### config.mk
export PLATFORM = sky130hd
export DESIGN_NAME = rrv64_l1l2_victim_buf
export DESIGN_NICKNAME = d
export VERILOG_FILES = /design/src/rtl/rrv64_l1l2_victim_buf.sv
export SDC_FILE = /design/constraint.sdc
export NUM_CORES = 2
export LEC_CHECK = 0
export CAP_MARGIN = 20
export CORE_AREA = 10 10 457 459
export DETAILED_ROUTE_END_ITERATION = 12
export DIE_AREA = 0 0 467 469
export PLACE_DENSITY_LB_ADDON = 0.08
export SYNTH_ARGS = -nofsm -noshare
export SYNTH_HDL_FRONTEND = slang
export SYNTH_SLANG_ARGS = --single-unit
### constraint.sdc
create_clock -name clk -period 89.9 [get_ports clk]
set_input_delay 17.98 -clock clk [delete_from_list [all_inputs] [get_ports clk]]
set_output_delay 17.98 -clock clk [all_outputs]
set_load 0.1 [all_outputs]
### src/rtl/rrv64_l1l2_victim_buf.sv
// Victim write-back FIFO between the L1 eviction path and the L2 request port.
// Optional coalescing of non-head duplicates: define RRV64_VICTIM_BUF_COALESCE_EN.
module rrv64_l1l2_victim_buf #(
  parameter int unsigned LADDR_W = 50,
  parameter int unsigned LINE_W  = 512,
  parameter int unsigned DEPTH   = 4,
  parameter int unsigned CNT_W   = $clog2(DEPTH + 1)
) (
  input  logic               clk,
  input  logic               rst,
  input  logic               cfg_exclusive_i,
  input  logic               evict_vld_i,
  output logic               evict_rdy_o,
  input  logic [LADDR_W-1:0] evict_addr_i,
  input  logic               evict_dirty_i,
  input  logic [LINE_W-1:0]  evict_data_i,
  output logic               l2_wb_vld_o,
  input  logic               l2_wb_rdy_i,
  output logic [LADDR_W-1:0] l2_wb_addr_o,
  output logic [LINE_W-1:0]  l2_wb_data_o,
  output logic               l2_wb_dirty_o,
  input  logic [LADDR_W-1:0] lkup_addr_i,
  output logic               lkup_hit_o,
  output logic [CNT_W-1:0]   count_o,
  output logic               empty_o
);

  localparam int unsigned PTR_W = $clog2(DEPTH);

  logic [DEPTH-1:0]   r_vld;
  logic [DEPTH-1:0]   r_dirty;
  logic [LADDR_W-1:0] r_addr [DEPTH];
  logic [LINE_W-1:0]  r_data [DEPTH];
  logic [PTR_W-1:0]   r_wptr;
  logic [PTR_W-1:0]   r_rptr;
  logic [CNT_W-1:0]   r_cnt;

  logic             w_head_match;
  logic             w_coal_hit;
  logic [DEPTH-1:0] w_coal_sel;
  logic             w_acc;
  logic             w_keep;
  logic             w_enq;
  logic             w_coal;
  logic             w_deq;

  // Head entry drives the L2 port straight from its registers
  assign l2_wb_vld_o   = r_vld[r_rptr];
  assign l2_wb_addr_o  = r_addr[r_rptr];
  assign l2_wb_data_o  = r_data[r_rptr];
  assign l2_wb_dirty_o = r_dirty[r_rptr];

  assign count_o = r_cnt;
  assign empty_o = (r_cnt == '0);

  // Matching the presented head would let it change under L2, so stall instead
  assign w_head_match = l2_wb_vld_o && (r_addr[r_rptr] == evict_addr_i);

  always_comb begin
    w_coal_sel = '0;
`ifdef RRV64_VICTIM_BUF_COALESCE_EN
    for (int i = 0; i < DEPTH; i++) begin
      w_coal_sel[i] = r_vld[i] && (PTR_W'(i) != r_rptr) && (r_addr[i] == evict_addr_i);
    end
`endif
  end

  assign w_coal_hit  = |w_coal_sel;
  assign evict_rdy_o = !rst && ((r_cnt < CNT_W'(DEPTH)) || w_coal_hit) && !w_head_match;

  assign w_acc  = evict_vld_i && evict_rdy_o;
  assign w_keep = evict_dirty_i || cfg_exclusive_i;
  assign w_coal = w_acc && w_keep && w_coal_hit;
  assign w_enq  = w_acc && w_keep && !w_coal_hit;
  assign w_deq  = l2_wb_vld_o && l2_wb_rdy_i;

  always_comb begin
    lkup_hit_o = 1'b0;
    for (int i = 0; i < DEPTH; i++) begin
      lkup_hit_o = lkup_hit_o | (r_vld[i] && (r_addr[i] == lkup_addr_i));
    end
  end

  // Entry storage, pointers and occupancy
  always_ff @(posedge clk) begin
    if (rst) begin
      r_vld   <= '0;
      r_dirty <= '0;
      r_wptr  <= '0;
      r_rptr  <= '0;
      r_cnt   <= '0;
      for (int i = 0; i < DEPTH; i++) begin
        r_addr[i] <= '0;
        r_data[i] <= '0;
      end
    end else begin
      if (w_deq) begin
        r_vld[r_rptr] <= 1'b0;
        r_rptr        <= r_rptr + PTR_W'(1);
      end
      if (w_enq) begin
        r_vld[r_wptr]   <= 1'b1;
        r_addr[r_wptr]  <= evict_addr_i;
        r_dirty[r_wptr] <= evict_dirty_i;
        r_data[r_wptr]  <= evict_data_i;
        r_wptr          <= r_wptr + PTR_W'(1);
      end
      for (int i = 0; i < DEPTH; i++) begin
        if (w_coal && w_coal_sel[i]) begin
          r_data[i]  <= evict_data_i;
          r_dirty[i] <= r_dirty[i] | evict_dirty_i;
        end
      end
      if (w_enq && !w_deq) begin
        r_cnt <= r_cnt + CNT_W'(1);
      end else if (!w_enq && w_deq) begin
        r_cnt <= r_cnt - CNT_W'(1);
      end
    end
  end

endmodule

# ---- Yosys cells after proc, flatten, opt, wreduce, memory -nomap -nowiden
# Memory sizes are Yosys's and may differ from the RTL's. A register that Yosys moved wholly into a read port is not among the register bits.
# Index checks and enable logic that the tools add are counted.
dict set report word_totals {
  ff_bits 15
  latchBits 0
  ramBits 2248
  romBits 0
  in_bits 618
  out_inout_bits 570
  wordCells 79
  mem_count 2
}
dict set report classes {
  n_addsub 4
  mul 0
  div 0
  order_cmp 5
  eq_ne 5
  shift 0
  n_mux 29
  n_bitwise 6
  n_reduce_logical 23
}
# memory depth width read_ports rd_ports_with_merged_regs wr line
set mem_list {}
lappend mem_list {r_data 4 512 1 1 4 33} ;# logic [LINE_W-1:0] r_data [DEPTH];
lappend mem_list {r_addr 4 50 5 1 4 32} ;# logic [LADDR_W-1:0] r_addr [DEPTH];
# op count
set op_table {}
lappend op_table {{512-bit two-way mux} 1}
lappend op_table {{512-bit OR reduction} 1}
lappend op_table {{50-bit == test} 5}
lappend op_table {{50-bit two-way mux} 1}
lappend op_table {{50-bit OR reduction} 1}
lappend op_table {{1-bit logical AND} 14}
lappend op_table {{2-bit two-way mux} 6}
lappend op_table {{4-bit two-way mux} 3}
lappend op_table {{1-bit two-way mux} 11}
lappend op_table {{2-bit by 3-bit < comparator with 1-bit output, second input constant} 2}
lappend op_table {{3-bit two-way mux} 2}
lappend op_table {{2-bit by 1-bit adder with 2-bit output, second input constant} 2}
lappend op_table {{4-bit bitwise AND} 1}
lappend op_table {{1-bit binary-select mux with 2-bit select} 2}
lappend op_table {{4-bit bitwise mux} 1}
lappend op_table {{1-bit demux with 2-bit select} 2}
lappend op_table {{2-bit by 1-bit greater-or-equal comparator with 1-bit output, second input constant} 2}
lappend op_table {{1-bit logical NOT} 4}
lappend op_table {{4-bit NOT} 1}
lappend op_table {{4-bit OR} 1}
lappend op_table {{3-bit by 1-bit adder with 3-bit output, second input constant} 1}
lappend op_table {{3-bit logical NOT} 1}
lappend op_table {{3-bit < comparator, second input constant} 1}
lappend op_table {{1-bit OR} 3}
lappend op_table {{3 further kinds} 3}

# ---- Depth between registers and ports, before layout
dict set report logic_depth {
  word_depth 12
  mapped_depth 17
  depth_no_buf 13
}

# ---- Worst setup path before layout
# No wires, ideal clock.
dict set report synth_path {
  path_kind {input to register}
  from {input evict_addr_i[23]}
  to {memory r_addr[3][0], enable pin}
  setup_time_ps 1606
  arrival_time_ps 44581
  required_ps 88294
  slack_ps 43713
  cell_stages 7
  path_buffers 0
  path_cell_list {inv_1 > and2_1 > o21ai_0 > and4_1 > o2111ai_1 > o21ai_1 > o21bai_1}
}
# item line
set synth_rtl {}
lappend synth_rtl {{from (decl)} 14} ;# input logic [LADDR_W-1:0] evict_addr_i,
lappend synth_rtl {{to (decl)} 32}

# ---- Worst setup path in the final report
dict set report layout_path {
  from {input evict_addr_i[23]}
  to {output evict_rdy_o}
}
dict set report layout_via {
  elab_chain_cells 4
}
# item line
set layout_lines {}
lappend layout_lines {{50-bit == test} 57} ;# assign w_head_match = l2_wb_vld_o && (r_addr[r_rptr] == evict_addr_i);
lappend layout_lines {{1-bit logical AND} 57}
lappend layout_lines {{1-bit logical NOT} 69} ;# assign evict_rdy_o = !rst && ((r_cnt < CNT_W'(DEPTH)) || w_coal_hit) && !w_head_match;
lappend layout_lines {{1-bit logical AND} 69}
lappend layout_lines {{to (decl)} 13} ;# output logic evict_rdy_o,
# Every way passes these cells.

==> out/metrics.yaml <==
worstMarginPinSlew_ns: 1.237
p_leak_nw: 43.82
maxCapViolCount: 0
grt_pass1_vias: 58290
ys_seq_area_share_pct: 67.99
hold_viol_final: 0
grt_max_degree: 185
utilization_pct: 62.03
run_status: "complete, no violations"
hold_start: "r_dirty[3]$_SDFFE_PP0P_"
synth_edf_count: 2248
hp-class: "register to register"
grt_pass1_wl_um: 461500
dieHeight_um: 469
syn-num-nets: 6619
yosys_warnings: 0
cts_tree: "built"
cp-end-kind: "output pin"
fmax_mhz: 24.92
ctsHoldBuffers: 0
synthArstFlopShare_pct: 0
synth_cell_types: 46
grt_overflow: 0
rsz0062_at_grt: "no"
synth_top_area_share_pct: 67.65
drtIter0Drc: 6036
cts_buffers: 237
slew_headroom_pct: 17.27
grt_antenna_before_repair: 160
grt_use_total_pct: 29.64
clock_path_buffers: 3
finalSetupViolations: 0
htreeDepth: 4
irDropWorstVdd_v: 0.00002122
synth_area_leaders: "edfxtp_1, and2_1, mux4_2"
firstDrtPassIters: 5
cts_sinks: 2265
arrival_ns: 22.15
fin_nets: 7830
instances_no_fill: 10130
area_growth_pct: 23.85
root_buffer: "clkbuf_16"
cts_setup_buffers: 0
critPathMaxStageDelay_ns: 1.03
antenna_left: 0
report.final.slew_viol_count: 0
core_area_um2: 199200
avgViaCountPerCell: 5.685
fin_crit_sh_pct: 44.64
critPathMaxFanout: 25
die_w_um: 467
io_pins: 1188
drt_wl_total_um: 332200
vias: 57600
port_buffers: 1187
dieArea_um2: 219000
cp.required_ns: 71.92
ys_ff_latch: 2265
dpl.hpwl_um: 224700
clk_latency_ns: 0.87
drc: 0
synthCells: 5991
wl_per_cell_um: 32.79
synthFlopType: "edfxtp_1"
drive_above_1_share_pct: 14.64
cp_slowest_cell: "clkdlybuf4s50_1"
min_to: "r_dirty[3]$_SDFFE_PP0P_"
initial_utilization_pct: 50.08
fin_skew_ns: 0.04235
rr_worst_depth: 14
start_kind: "input port"
fin_crit_ns: 40.13
synth_area_per_cell_um2: 16.66
finalSetupTns_ns: 0
clk_pin_slew_ns: 0.06
min_path_cells: 2
rrSetupSlack_ns: 80.80
synth_top_area_cell: "edfxtp_1"
powerDensity_nw_per_um2: 23.03
place.gp.congestion: 0.9330
r2r_end: "r_data[0][423]$_SDFFCE_PN0P_"
power_w: 0.002847
rows: 164
ctsResizeCount: 0
crit_type: "input port to output pin"
dp.cells: 9613
synthesis.area_um2: 99790
crit_chain: "clkdlybuf4s50_1 > inv_1 > and2_1 > o21ai_0 > and4_1 > o2111ai_1 > o21ai_4 > inv_1 > clkdlybuf4s50_1"
## worst max-delay path by stage
stage	from	to	slack (ns)
2_1_floorplan	evict_addr_i[23]	r_addr[3][0]$_DFFE_PP_	43.71
3_3_place_gp	evict_addr_i[0]	evict_rdy_o	49.61
3_5_place_dp	evict_addr_i[11]	evict_rdy_o	49.88
4_1_cts	evict_addr_i[11]	evict_rdy_o	49.87
5_1_grt	evict_addr_i[23]	evict_rdy_o	49.73
6_report	evict_addr_i[23]	evict_rdy_o	49.77
## per-stage QoR
step	setup WS, ns	hold WS [ns]	instance area, µm²
CTS	49.87	0.4859	123300
finish	49.77	0.4821	123600
detailed placement	49.88	0.4715	116000
global route	49.73	0.5101	123500
floorplan	43.71	0.4427	99790
global placement	49.61	0.4653	114200
## cells by family after synthesis
family,share of synthesized area [%]
muxes,12.91
xor gates and xnor gates,1.799
adders and majority gates,0.1329
and+or+nand+nor,14.88
DFF,67.99
buffers and inverters,1.724
AOI/OAI and AO/OA,0.5618
## flip-flops by register name, indices dropped and copies added, names as in the netlist, named ones only
register and count:
r_rptr 2, r_vld 4, r_data 2048, r_dirty 4, r_wptr 2, r_addr 200, count_o 3
## critical path: cells and delay by family
| family | cells | cell delay (ns) |
|---|---|---|
| compound gates | 3 | 1.65 |
| buf+inv | 4 | 1.84 |
| simple gates | 2 | 0.66 |
## synth_stat cells, types with 13 or more instances
cell,n
buf_2,31
nand3_1,13
mux4_2,548
nor2_1,16
xnor2_1,131
mux2i_1,52
nor3_1,23
and2_1,2229
buf_1,53
xor2_1,74
inv_1,47
edfxtp_1,2248
nand4_1,37
dfxtp_1,17
clkbuf_1,307
o22ai_1,18
nor4_1,29
## cell usage in the layout, fill, tap and decap left out, types with 13 or more instances in the layout
cell type and instances:
inv_1 47, xor2_1 74, nand4_1 37, nand3_1 13, mux2i_1 52, clkdlybuf4s50_1 1161, clkinv_1 64, xnor2_1 131
buf_4 99, clkbuf_16 242, nor2_1 16, dfxtp_1 15, nor4_1 29, o22ai_1 18, mux4_2 548, clkbuf_1 56
edfxtp_1 2248, clkinv_2 43, diode_2 83, buf_12 93, nor3_1 23, and2_1 2229
## area by class of cell
type                       instances  area [µm²]
multi-input combinational       3283       30240
timing repair buffer            1367       14570
fill                           14860       75660
sequential                      2265       67850
clock buffer                     298        6266
clock inverter                   132       954.7
antenna                           83       207.7
inverter                          48       180.2
tap                             2656        3323
## layer usage
| layer | part of all wire [%] | track usage, % | vias to the layer above |
|---|---|---|---|
| li1 | - | - | 24740 |
| met1 | 38 | 38.03 | 29790 |
| met2 | 47 | 45.79 | 2335 |
| met3 | 10 | 10.28 | 623 |
| met4 | 4.5 | 13.23 | 120 |
| met5 | 0.24 | 0 | - |
## where the power goes
group          switching (W)  total [W]  internal (W)  leakage, nW
clock network       0.000409   0.000924      0.000516         3.53
logic               0.000462   0.000654      0.000192         16.8
registers          0.0000265    0.00127       0.00124         23.4
(Power assumes the default switching activity.)
